### config.mk
export PLATFORM = sky130hd
export DESIGN_NAME = synth_spi_regfile
export DESIGN_NICKNAME = d
export VERILOG_FILES = /design/src/rtl/synth_spi_regfile.sv
export SDC_FILE = /design/constraint.sdc
export NUM_CORES = 1
export LEC_CHECK = 0
export CAP_MARGIN = 20
export CORE_UTILIZATION = 43
export DETAILED_ROUTE_END_ITERATION = 16
export GPL_TIMING_DRIVEN = 0
export HOLD_SLACK_MARGIN = 0.1
export PLACE_DENSITY = 0.68
export SLEW_MARGIN = 20
export SYNTH_ARGS = -nofsm -noshare
export SYNTH_HDL_FRONTEND = slang
export SYNTH_SLANG_ARGS = --single-unit
### constraint.sdc
create_clock -name i_clk50mhz -period 3.56 [get_ports i_clk50mhz]
set_input_delay 0.89 -clock i_clk50mhz [delete_from_list [all_inputs] [get_ports i_clk50mhz]]
set_output_delay 0.89 -clock i_clk50mhz [all_outputs]
set_load 0.03 [all_outputs]
### src/rtl/synth_spi_regfile.sv
// -----------------------------------------------------------------------------
// synth_spi_regfile
//
// SPI (mode 0) control front-end for the multi-oscillator synthesiser.
// The host writes byte-framed register values per channel. The values are
// assembled into shadow registers. All shadows are copied to the active
// oscillator controls in a single cycle when a kick byte (0x00) arrives.
//
// Optional feature macro: SYNTH_SPI_READBACK_EN
//   When defined, a header with bit 7 set reads back the addressed channel's
//   active register on MISO. When undefined, MISO always echoes the previous
//   received byte.
//
// Ports
//   i_clk50mhz  system clock
//   i_rst_n     asynchronous active-low reset
//   i_spi_clk   SPI SCLK, idle low, asynchronous to i_clk50mhz
//   i_spi_mosi  SPI data in, MSB first
//   i_spi_ss    SPI slave select, active low
//   o_spi_miso  SPI data out, changes on SCLK falling edge
//   o_wave      active waveform selects, channel c at [c*WAVE_W +: WAVE_W]
//   o_freq      active frequency words, same packing
//   o_amp       active amplitudes, same packing
//   o_commit    one-cycle pulse when a kick is applied
//
// Byte handshake (internal): byte_vld_q is a one-cycle strobe that qualifies
// byte_q. There is no back-pressure. The FSM consumes every strobed byte in
// the cycle that the strobe is high.
// -----------------------------------------------------------------------------
module synth_spi_regfile #(
    parameter int N_CH   = 4,
    parameter int FREQ_W = 24,
    parameter int AMP_W  = 16,
    parameter int WAVE_W = 3
) (
    input  logic                     i_clk50mhz,
    input  logic                     i_rst_n,
    input  logic                     i_spi_clk,
    input  logic                     i_spi_mosi,
    input  logic                     i_spi_ss,
    output logic                     o_spi_miso,
    output logic [N_CH*WAVE_W-1:0]   o_wave,
    output logic [N_CH*FREQ_W-1:0]   o_freq,
    output logic [N_CH*AMP_W-1:0]    o_amp,
    output logic                     o_commit
);

    localparam int         ASM_W      = (FREQ_W > AMP_W) ? FREQ_W : AMP_W;
    localparam logic [3:0] REG_WAVE   = 4'h1;
    localparam logic [3:0] REG_FREQ   = 4'h2;
    localparam logic [3:0] REG_AMP    = 4'h4;
    localparam logic [2:0] FREQ_BYTES = 3'(FREQ_W / 8);
    localparam logic [2:0] AMP_BYTES  = 3'(AMP_W / 8);

    typedef enum logic [1:0] {
        ST_IDLE  = 2'd0,
        ST_WDATA = 2'd1,
        ST_RDATA = 2'd2
    } state_t;

    // ---------------- SPI byte layer ----------------
    // sclk_sync: [0] first stage, [1] second stage, [2] previous second stage
    logic [2:0] sclk_sync_q, sclk_sync_d;
    logic [1:0] mosi_sync_q, mosi_sync_d;
    logic [1:0] ss_sync_q,   ss_sync_d;
    logic [2:0] bit_cnt_q,   bit_cnt_d;
    logic [6:0] rx_sh_q,     rx_sh_d;
    logic       byte_vld_q,  byte_vld_d;
    logic [7:0] byte_q,      byte_d;
    logic [7:0] last_q,      last_d;
    logic [7:0] tx_sh_q,     tx_sh_d;
    logic [7:0] tx_byte;
    logic       sclk_rise, sclk_fall, ss_act, mosi_s;

    // ---------------- register FSM ----------------
    state_t                  state_q,   state_d;
    logic [2:0]              ch_q,      ch_d;
    logic [3:0]              reg_q,     reg_d;
    logic [2:0]              rem_q,     rem_d;
    logic [ASM_W-1:0]        asm_q,     asm_d;
    logic [N_CH*WAVE_W-1:0]  sh_wave_q, sh_wave_d;
    logic [N_CH*FREQ_W-1:0]  sh_freq_q, sh_freq_d;
    logic [N_CH*AMP_W-1:0]   sh_amp_q,  sh_amp_d;
    logic [N_CH*WAVE_W-1:0]  wave_q,    wave_d;
    logic [N_CH*FREQ_W-1:0]  freq_q,    freq_d;
    logic [N_CH*AMP_W-1:0]   amp_q,     amp_d;
    logic                    commit_q,  commit_d;
    logic [2:0]              hdr_bytes;
    logic [ASM_W-1:0]        wr_val;
    logic                    ch_ok;
    int                      ch_idx;

    assign sclk_rise = sclk_sync_q[1] & ~sclk_sync_q[2];
    assign sclk_fall = ~sclk_sync_q[1] & sclk_sync_q[2];
    assign ss_act    = ~ss_sync_q[1];
    assign mosi_s    = mosi_sync_q[1];

    assign ch_ok  = (int'(ch_q) < N_CH);
    assign ch_idx = ch_ok ? int'(ch_q) : 0;
    assign wr_val = (asm_q << 8) | ASM_W'(byte_q);

`ifdef SYNTH_SPI_READBACK_EN
    logic [ASM_W-1:0] rd_val;
    logic [ASM_W-1:0] rd_shift;
    logic [7:0]       rd_byte;

    // Readback returns the active value, MSB byte first, indexed by the
    // remaining byte count.
    always_comb begin
        rd_val = '0;
        if (ch_ok) begin
            case (reg_q)
                REG_WAVE: rd_val = ASM_W'(wave_q[ch_idx*WAVE_W +: WAVE_W]);
                REG_FREQ: rd_val = ASM_W'(freq_q[ch_idx*FREQ_W +: FREQ_W]);
                REG_AMP:  rd_val = ASM_W'(amp_q[ch_idx*AMP_W +: AMP_W]);
                default:  rd_val = '0;
            endcase
        end
        rd_shift = rd_val >> {rem_q - 3'd1, 3'b000};
        rd_byte  = rd_shift[7:0];
    end

    always_comb begin
        tx_byte = last_q;
        if (state_q == ST_RDATA) tx_byte = rd_byte;
    end
`else
    always_comb begin
        tx_byte = last_q;
    end
`endif

    always_comb begin
        case (byte_q[3:0])
            REG_WAVE: hdr_bytes = 3'd1;
            REG_FREQ: hdr_bytes = FREQ_BYTES;
            REG_AMP:  hdr_bytes = AMP_BYTES;
            default:  hdr_bytes = 3'd0;
        endcase
    end

    // SPI bit/byte layer
    always_comb begin
        sclk_sync_d = {sclk_sync_q[1], sclk_sync_q[0], i_spi_clk};
        mosi_sync_d = {mosi_sync_q[0], i_spi_mosi};
        ss_sync_d   = {ss_sync_q[0], i_spi_ss};
        bit_cnt_d   = bit_cnt_q;
        rx_sh_d     = rx_sh_q;
        byte_vld_d  = 1'b0;
        byte_d      = byte_q;
        last_d      = last_q;
        tx_sh_d     = tx_sh_q;

        if (!ss_act) begin
            bit_cnt_d = 3'd0;
        end else if (sclk_rise) begin
            rx_sh_d = {rx_sh_q[5:0], mosi_s};
            if (bit_cnt_q == 3'd7) begin
                byte_vld_d = 1'b1;
                byte_d     = {rx_sh_q, mosi_s};
                bit_cnt_d  = 3'd0;
            end else begin
                bit_cnt_d = bit_cnt_q + 3'd1;
            end
        end

        if (byte_vld_q) last_d = byte_q;

        // Between bytes the transmit register keeps reloading. This lets it
        // pick up the echo or readback byte after the FSM has reacted to
        // the previous byte. The host's first rising edge is many clocks
        // away at that point.
        if (bit_cnt_q == 3'd0) begin
            tx_sh_d = tx_byte;
        end else if (sclk_fall && ss_act) begin
            tx_sh_d = {tx_sh_q[6:0], 1'b0};
        end
    end

    // Register FSM
    always_comb begin
        state_d   = state_q;
        ch_d      = ch_q;
        reg_d     = reg_q;
        rem_d     = rem_q;
        asm_d     = asm_q;
        sh_wave_d = sh_wave_q;
        sh_freq_d = sh_freq_q;
        sh_amp_d  = sh_amp_q;
        wave_d    = wave_q;
        freq_d    = freq_q;
        amp_d     = amp_q;
        commit_d  = 1'b0;

        if (byte_vld_q) begin
            case (state_q)
                ST_IDLE: begin
                    if (byte_q == 8'h00) begin
                        wave_d   = sh_wave_q;
                        freq_d   = sh_freq_q;
                        amp_d    = sh_amp_q;
                        commit_d = 1'b1;
                    end else if (byte_q[7]) begin
`ifdef SYNTH_SPI_READBACK_EN
                        state_d = ST_RDATA;
                        ch_d    = byte_q[6:4];
                        reg_d   = byte_q[3:0];
                        // An unknown register still takes one byte, which reads as 0x00.
                        rem_d   = (hdr_bytes != 3'd0) ? hdr_bytes : 3'd1;
`endif
                    end else if (hdr_bytes != 3'd0) begin
                        state_d = ST_WDATA;
                        ch_d    = byte_q[6:4];
                        reg_d   = byte_q[3:0];
                        rem_d   = hdr_bytes;
                        asm_d   = '0;
                    end
                end
                ST_WDATA: begin
                    asm_d = wr_val;
                    if (rem_q == 3'd1) begin
                        state_d = ST_IDLE;
                        if (ch_ok) begin
                            case (reg_q)
                                REG_WAVE: sh_wave_d[ch_idx*WAVE_W +: WAVE_W] = wr_val[WAVE_W-1:0];
                                REG_FREQ: sh_freq_d[ch_idx*FREQ_W +: FREQ_W] = wr_val[FREQ_W-1:0];
                                REG_AMP:  sh_amp_d[ch_idx*AMP_W +: AMP_W]    = wr_val[AMP_W-1:0];
                                default:  ;
                            endcase
                        end
                    end else begin
                        rem_d = rem_q - 3'd1;
                    end
                end
                ST_RDATA: begin
                    if (rem_q == 3'd1) state_d = ST_IDLE;
                    else               rem_d   = rem_q - 3'd1;
                end
                default: state_d = ST_IDLE;
            endcase
        end
    end

    always_ff @(posedge i_clk50mhz or negedge i_rst_n) begin
        if (!i_rst_n) begin
            sclk_sync_q <= '0;
            mosi_sync_q <= '0;
            ss_sync_q   <= 2'b11;
            bit_cnt_q   <= '0;
            rx_sh_q     <= '0;
            byte_vld_q  <= 1'b0;
            byte_q      <= '0;
            last_q      <= '0;
            tx_sh_q     <= '0;
            state_q     <= ST_IDLE;
            ch_q        <= '0;
            reg_q       <= '0;
            rem_q       <= '0;
            asm_q       <= '0;
            sh_wave_q   <= '0;
            sh_freq_q   <= '0;
            sh_amp_q    <= '0;
            wave_q      <= '0;
            freq_q      <= '0;
            amp_q       <= '0;
            commit_q    <= 1'b0;
        end else begin
            sclk_sync_q <= sclk_sync_d;
            mosi_sync_q <= mosi_sync_d;
            ss_sync_q   <= ss_sync_d;
            bit_cnt_q   <= bit_cnt_d;
            rx_sh_q     <= rx_sh_d;
            byte_vld_q  <= byte_vld_d;
            byte_q      <= byte_d;
            last_q      <= last_d;
            tx_sh_q     <= tx_sh_d;
            state_q     <= state_d;
            ch_q        <= ch_d;
            reg_q       <= reg_d;
            rem_q       <= rem_d;
            asm_q       <= asm_d;
            sh_wave_q   <= sh_wave_d;
            sh_freq_q   <= sh_freq_d;
            sh_amp_q    <= sh_amp_d;
            wave_q      <= wave_d;
            freq_q      <= freq_d;
            amp_q       <= amp_d;
            commit_q    <= commit_d;
        end
    end

    assign o_spi_miso = tx_sh_q[7];
    assign o_wave     = wave_q;
    assign o_freq     = freq_q;
    assign o_amp      = amp_q;
    assign o_commit   = commit_q;

endmodule

==> PnR_summary.wiki <==
{| class="wikitable"
! Metric !! Value
|-
| Result of the run || completed
|-
| Detailed-routed wire length on met3 || roughly 2.5 mm
|-
| Core area || around 39000 sq um
|-
| Pin count of the biggest net entering global routing || between 90 and 100
|-
| Most common cell type on the critical path || sky130_fd_sc_hd__buf_2
|-
| Total routed wire length on the met1 layer || about 20 mm
|-
| Clock transition at the registers of the reported paths || about 0.06 ns
|-
| Number of antenna violations at the first check in global routing || 0
|-
| Number of failing setup endpoints in the final timing report || 0
|-
| Core Util, Final || around 54%
|-
| Summed instance area of the synthesized netlist || ~17000 sq um
|-
| Number of max-slew violations in the final report || 0
|-
| Chip width || ~200 um
|-
| Most common flop cell mapped by yosys || sky130_fd_sc_hd__dfrtp_1
|-
| Num rows || between 70 and 80
|-
| Class of the most critical setup path || flop to flop
|-
| Number of search-and-repair iterations in the first detailed-routing pass || 6
|-
| Sum of overflow across all layers after global routing || 0
|-
| Final weighted congestion of routability-driven global placement || ~0.93
|-
| Sinks on Clock Net || ~410
|-
| DRC marker count from the first detailed-route iteration || about 1000
|-
| Total Wirelength || between 40 and 50 mm
|-
| Final HPWL DP || ~32 mm
|-
| Cts repair resizes || 0
|-
| DRC errors left || 0
|-
| Class of the worst hold path || flop to flop
|-
| Buffer cell driving the clock tree root || sky130_fd_sc_hd__clkbuf_16
|-
| Worst path required time || between 4 and 5 ns
|-
| CTS H-tree lvls || 2
|-
| Clock tree from TritonCTS || yes
|-
| Floorplan die height || 201 um
|-
| Summed negative setup slack over all endpoints || 0 ns
|-
| Total Power Consumption || roughly 0.0094 W
|-
| Buffers from clock root to sink, at most || 3
|-
| Type of destination of the critical path || flop
|-
| Instance count of the mapped netlist || roughly 1400
|-
| Period minus WS final || around 3.3 ns
|-
| Clock buffers created by TritonCTS || 43
|-
| Critical Path, Cell by Cell || nand2b_1 > inv_2 > buf_2 > buf_2 > ha_1 > nand4_1 > nand2b_1 > clkbuf_1 > buf_2 > o31ai_1
|-
| Static leakage || a little under 10 nW
|-
| Maximum VDD drop || roughly 350 uV
|-
| Via count of the first global-routing pass || between 10000 and 15000
|-
| Area growth from synthesis to layout || 23.2%
|-
| Global-route wire length before repair || slightly above 70 mm
|-
| Post-CTS setup buffer count || 0
|-
| Final Hold Vio Count || 0
|-
| Effective utilization at floorplan || 43.8%
|-
| Register-to-Register Setup Slack || a little under 0.3 ns
|-
| Synth cell types || between 50 and 60
|-
| Max Freq || around 0.31 GHz
|-
| Fraction of layout cells with a size suffix above 1 || roughly an eighth
|-
| Insertion delay of the later-clocked pin in the worst-skew pair || 0.56 ns
|-
| Final worst-path cycle share || 91.9%
|-
| Slowest stage delay, CP || 0.38 ns
|-
| Count of vias placed by the detailed router || between 10000 and 15000
|-
| RSZ-0062 raised after global routing || no
|-
| Reported max-cap violation count || 0
|-
| Antenna-violating nets left || 0
|-
| Power Dens Cells || around 450 nW/um^2
|-
| Die footprint || 40400 sq um
|-
| Port bufs || 178
|-
| Number of warnings issued by yosys || 0
|-
| Number of fillers in the final layout || 3284
|-
| Register bit count reported by yosys || between 400 and 500
|-
| Slew HR || between 30% and 40%
|-
| Worst clock skew || between 0.03 and 0.04 ns
|-
| Top routing layer in use || met4
|-
| All-layer global routing usage || 22.4%
|-
| Post-layout net count || around 1600
|-
| Syn Nets || roughly 1400
|-
| Average footprint of a synthesized cell || ~12 sq um
|-
| Critical Path Source Type || flop
|-
| Post-synthesis async set-or-reset flop share || 100%
|-
| DR WL met2 || 20.9 mm
|-
| Proportion of synthesized chip area in sequential cells || ~61%
|-
| Number of enable-type register cells in the synthesized netlist || 0
|-
| Number of diodes added for antenna fixing || 0
|-
| Worst-path fanout max || 11
|-
| Cell with the largest stage delay on the worst path || sky130_fd_sc_hd__dfrtp_1
|-
| Number of buffers inserted for hold repair after clock tree synthesis || 0
|-
| Average wire per standard cell || 20.7 um
|-
| Via-to-Cell Ratio || ~5.5
|-
| Top-level I/O count || around 180
|-
| Tightest hold margin || approximately 0.35 ns
|-
| Slew at the pin closest to its max-slew limit || a little under 1 ns
|-
| Data arrival time of the critical path || ~3.7 ns
|}
-- flip-flops by register name, summed over array words and instances, names as in the netlist, 2 cells and up --
name,count
ch_q,3
mosi_sync_q,2
sclk_sync_q,3
rx_sh_q,7
byte_q,8
reg_q,4
o_wave,12
bit_cnt_q,3
last_q,8
o_freq,96
sh_amp_q,64
asm_q,16
sh_freq_q,96
o_amp,64
sh_wave_q,12
tx_sh_q,8
rem_q,3
ss_sync_q,2
-- metrics by stage --
step | instances | worst slack, ns | area, sq um
2_1_floorplan | 1389 | 0.971 | 17000
3_3_place_gp | 2085 | -16.18 | 19400
3_5_place_dp | 2089 | 0.140 | 19600
4_1_cts | 2163 | 0.130 | 20900
5_1_grt | 2163 | 0.110 | 21000
6_report | 2163 | 0.290 | 21000
-- cells in the final DEF (no fill, tap or decap), drive strengths merged, types with 2 or more instances in the layout --
cell / n
a21oi: 17
a2bb2oi: 10
a31oi: 14
a32oi: 16
and2: 5
and3: 6
and4: 4
and4b: 2
buf: 45
bufinv: 3
clkbuf: 126
clkdlybuf4s50: 177
clkinv: 7
dfrtp: 412
dfstp: 2
ha: 10
inv: 64
mux2: 212
mux2i: 30
nand2: 162
nand2b: 6
nand3: 64
nand4: 7
nor2: 23
nor2b: 4
nor3: 4
nor3b: 4
nor4: 3
o21ai: 87
o21bai: 2
o2bb2ai: 7
o31a: 5
o31ai: 85
o41ai: 5
or3: 4
xor2: 2
-- cell type report --
class                           instances  area, sq um  share of cell area (%)
Multi-Input combinational cell        808         5970                    28.5
Tap cell                              518          648                    3.09
Sequential cell                       414        10400                    49.4
Clock inverter                         14          166                   0.794
Timing Repair Buffer                  182         1900                    9.05
Clock buffer                           60         1220                    5.82
Inverter                               61          229                    1.09
Buffer                                106          462                    2.20
-- where the power goes --
group / total, W / switching, W / internal [W] / leakage, nW
sequential: 0.00477 / 0.0000265 / 0.00474 / 5.76
combinational: 0.000160 / 0.000112 / 0.0000487 / 3.29
clock: 0.00444 / 0.00183 / 0.00261 / 0.682
total: 0.00938 / 0.00197 / 0.00740 / 9.73
-- cells by family after synthesis --
family	count (synthesis)	synth area share, %
muxes	242	15.8
and+or+nand+nor	300	8.22
buffers and inverters	167	4.05
AOI/OAI and AO/OA	254	10.2
DFF	414	60.9
xor gates and xnor gates	2	0.103
adders and majority gates	10	0.735
-- routing by layer --
metal  global-route usage (%)  vias up
met4                     7.42        0
met3                     3.69      100
li1                         -     5365
met5                        0        -
met1                     31.3     5963
met2                     35.8      364
-- worst max-delay path, delay by kind of cell (launching register included) --
kind	cells	cell delay, ns
buf+inv	5	1.34
fa+ha+maj	1	0.28
simple gates	3	0.90
flops	1	0.38
compound gates	1	0.25
-- synth_stat cells (7+ instances only) --
cell type                   instances  area (sq um)
sky130_fd_sc_hd__a21oi_1           17          85.1
sky130_fd_sc_hd__a2bb2oi_1         10          87.6
sky130_fd_sc_hd__a31oi_1           14          87.6
sky130_fd_sc_hd__a32oi_1           16           140
sky130_fd_sc_hd__buf_2             32           160
sky130_fd_sc_hd__clkbuf_1          65           244
sky130_fd_sc_hd__dfrtp_1          412         10300
sky130_fd_sc_hd__ha_1              10           125
sky130_fd_sc_hd__inv_1             58           218
sky130_fd_sc_hd__mux2_1           126          1420
sky130_fd_sc_hd__mux2_2            86           968
sky130_fd_sc_hd__mux2i_1           30           300
sky130_fd_sc_hd__nand2_1          162           608
sky130_fd_sc_hd__nand3_1           64           320
sky130_fd_sc_hd__nor2_1            21          78.8
sky130_fd_sc_hd__o21ai_0           87           435
sky130_fd_sc_hd__o2bb2ai_1          7          61.3
sky130_fd_sc_hd__o31ai_1           75           563
sky130_fd_sc_hd__o31ai_2           10           125
-- final timing paths --
path,startpoint,to,cells after the start
min in group asynchronous,i_rst_n,o_freq[92]$_DFFE_PN0P_,1
min reg2reg,mosi_sync_q[0]$_DFF_PN0_,mosi_sync_q[1]$_DFF_PN0_,0
min,mosi_sync_q[0]$_DFF_PN0_,mosi_sync_q[1]$_DFF_PN0_,0
max in group asynchronous,i_rst_n,o_amp[52]$_DFFE_PN0P_,3
max,ch_q[2]$_DFFE_PN0P_,sh_freq_q[34]$_DFFE_PN0P_,10
max reg2reg,ch_q[2]$_DFFE_PN0P_,sh_freq_q[34]$_DFFE_PN0P_,10
Power figures use the tool's default switching activity.
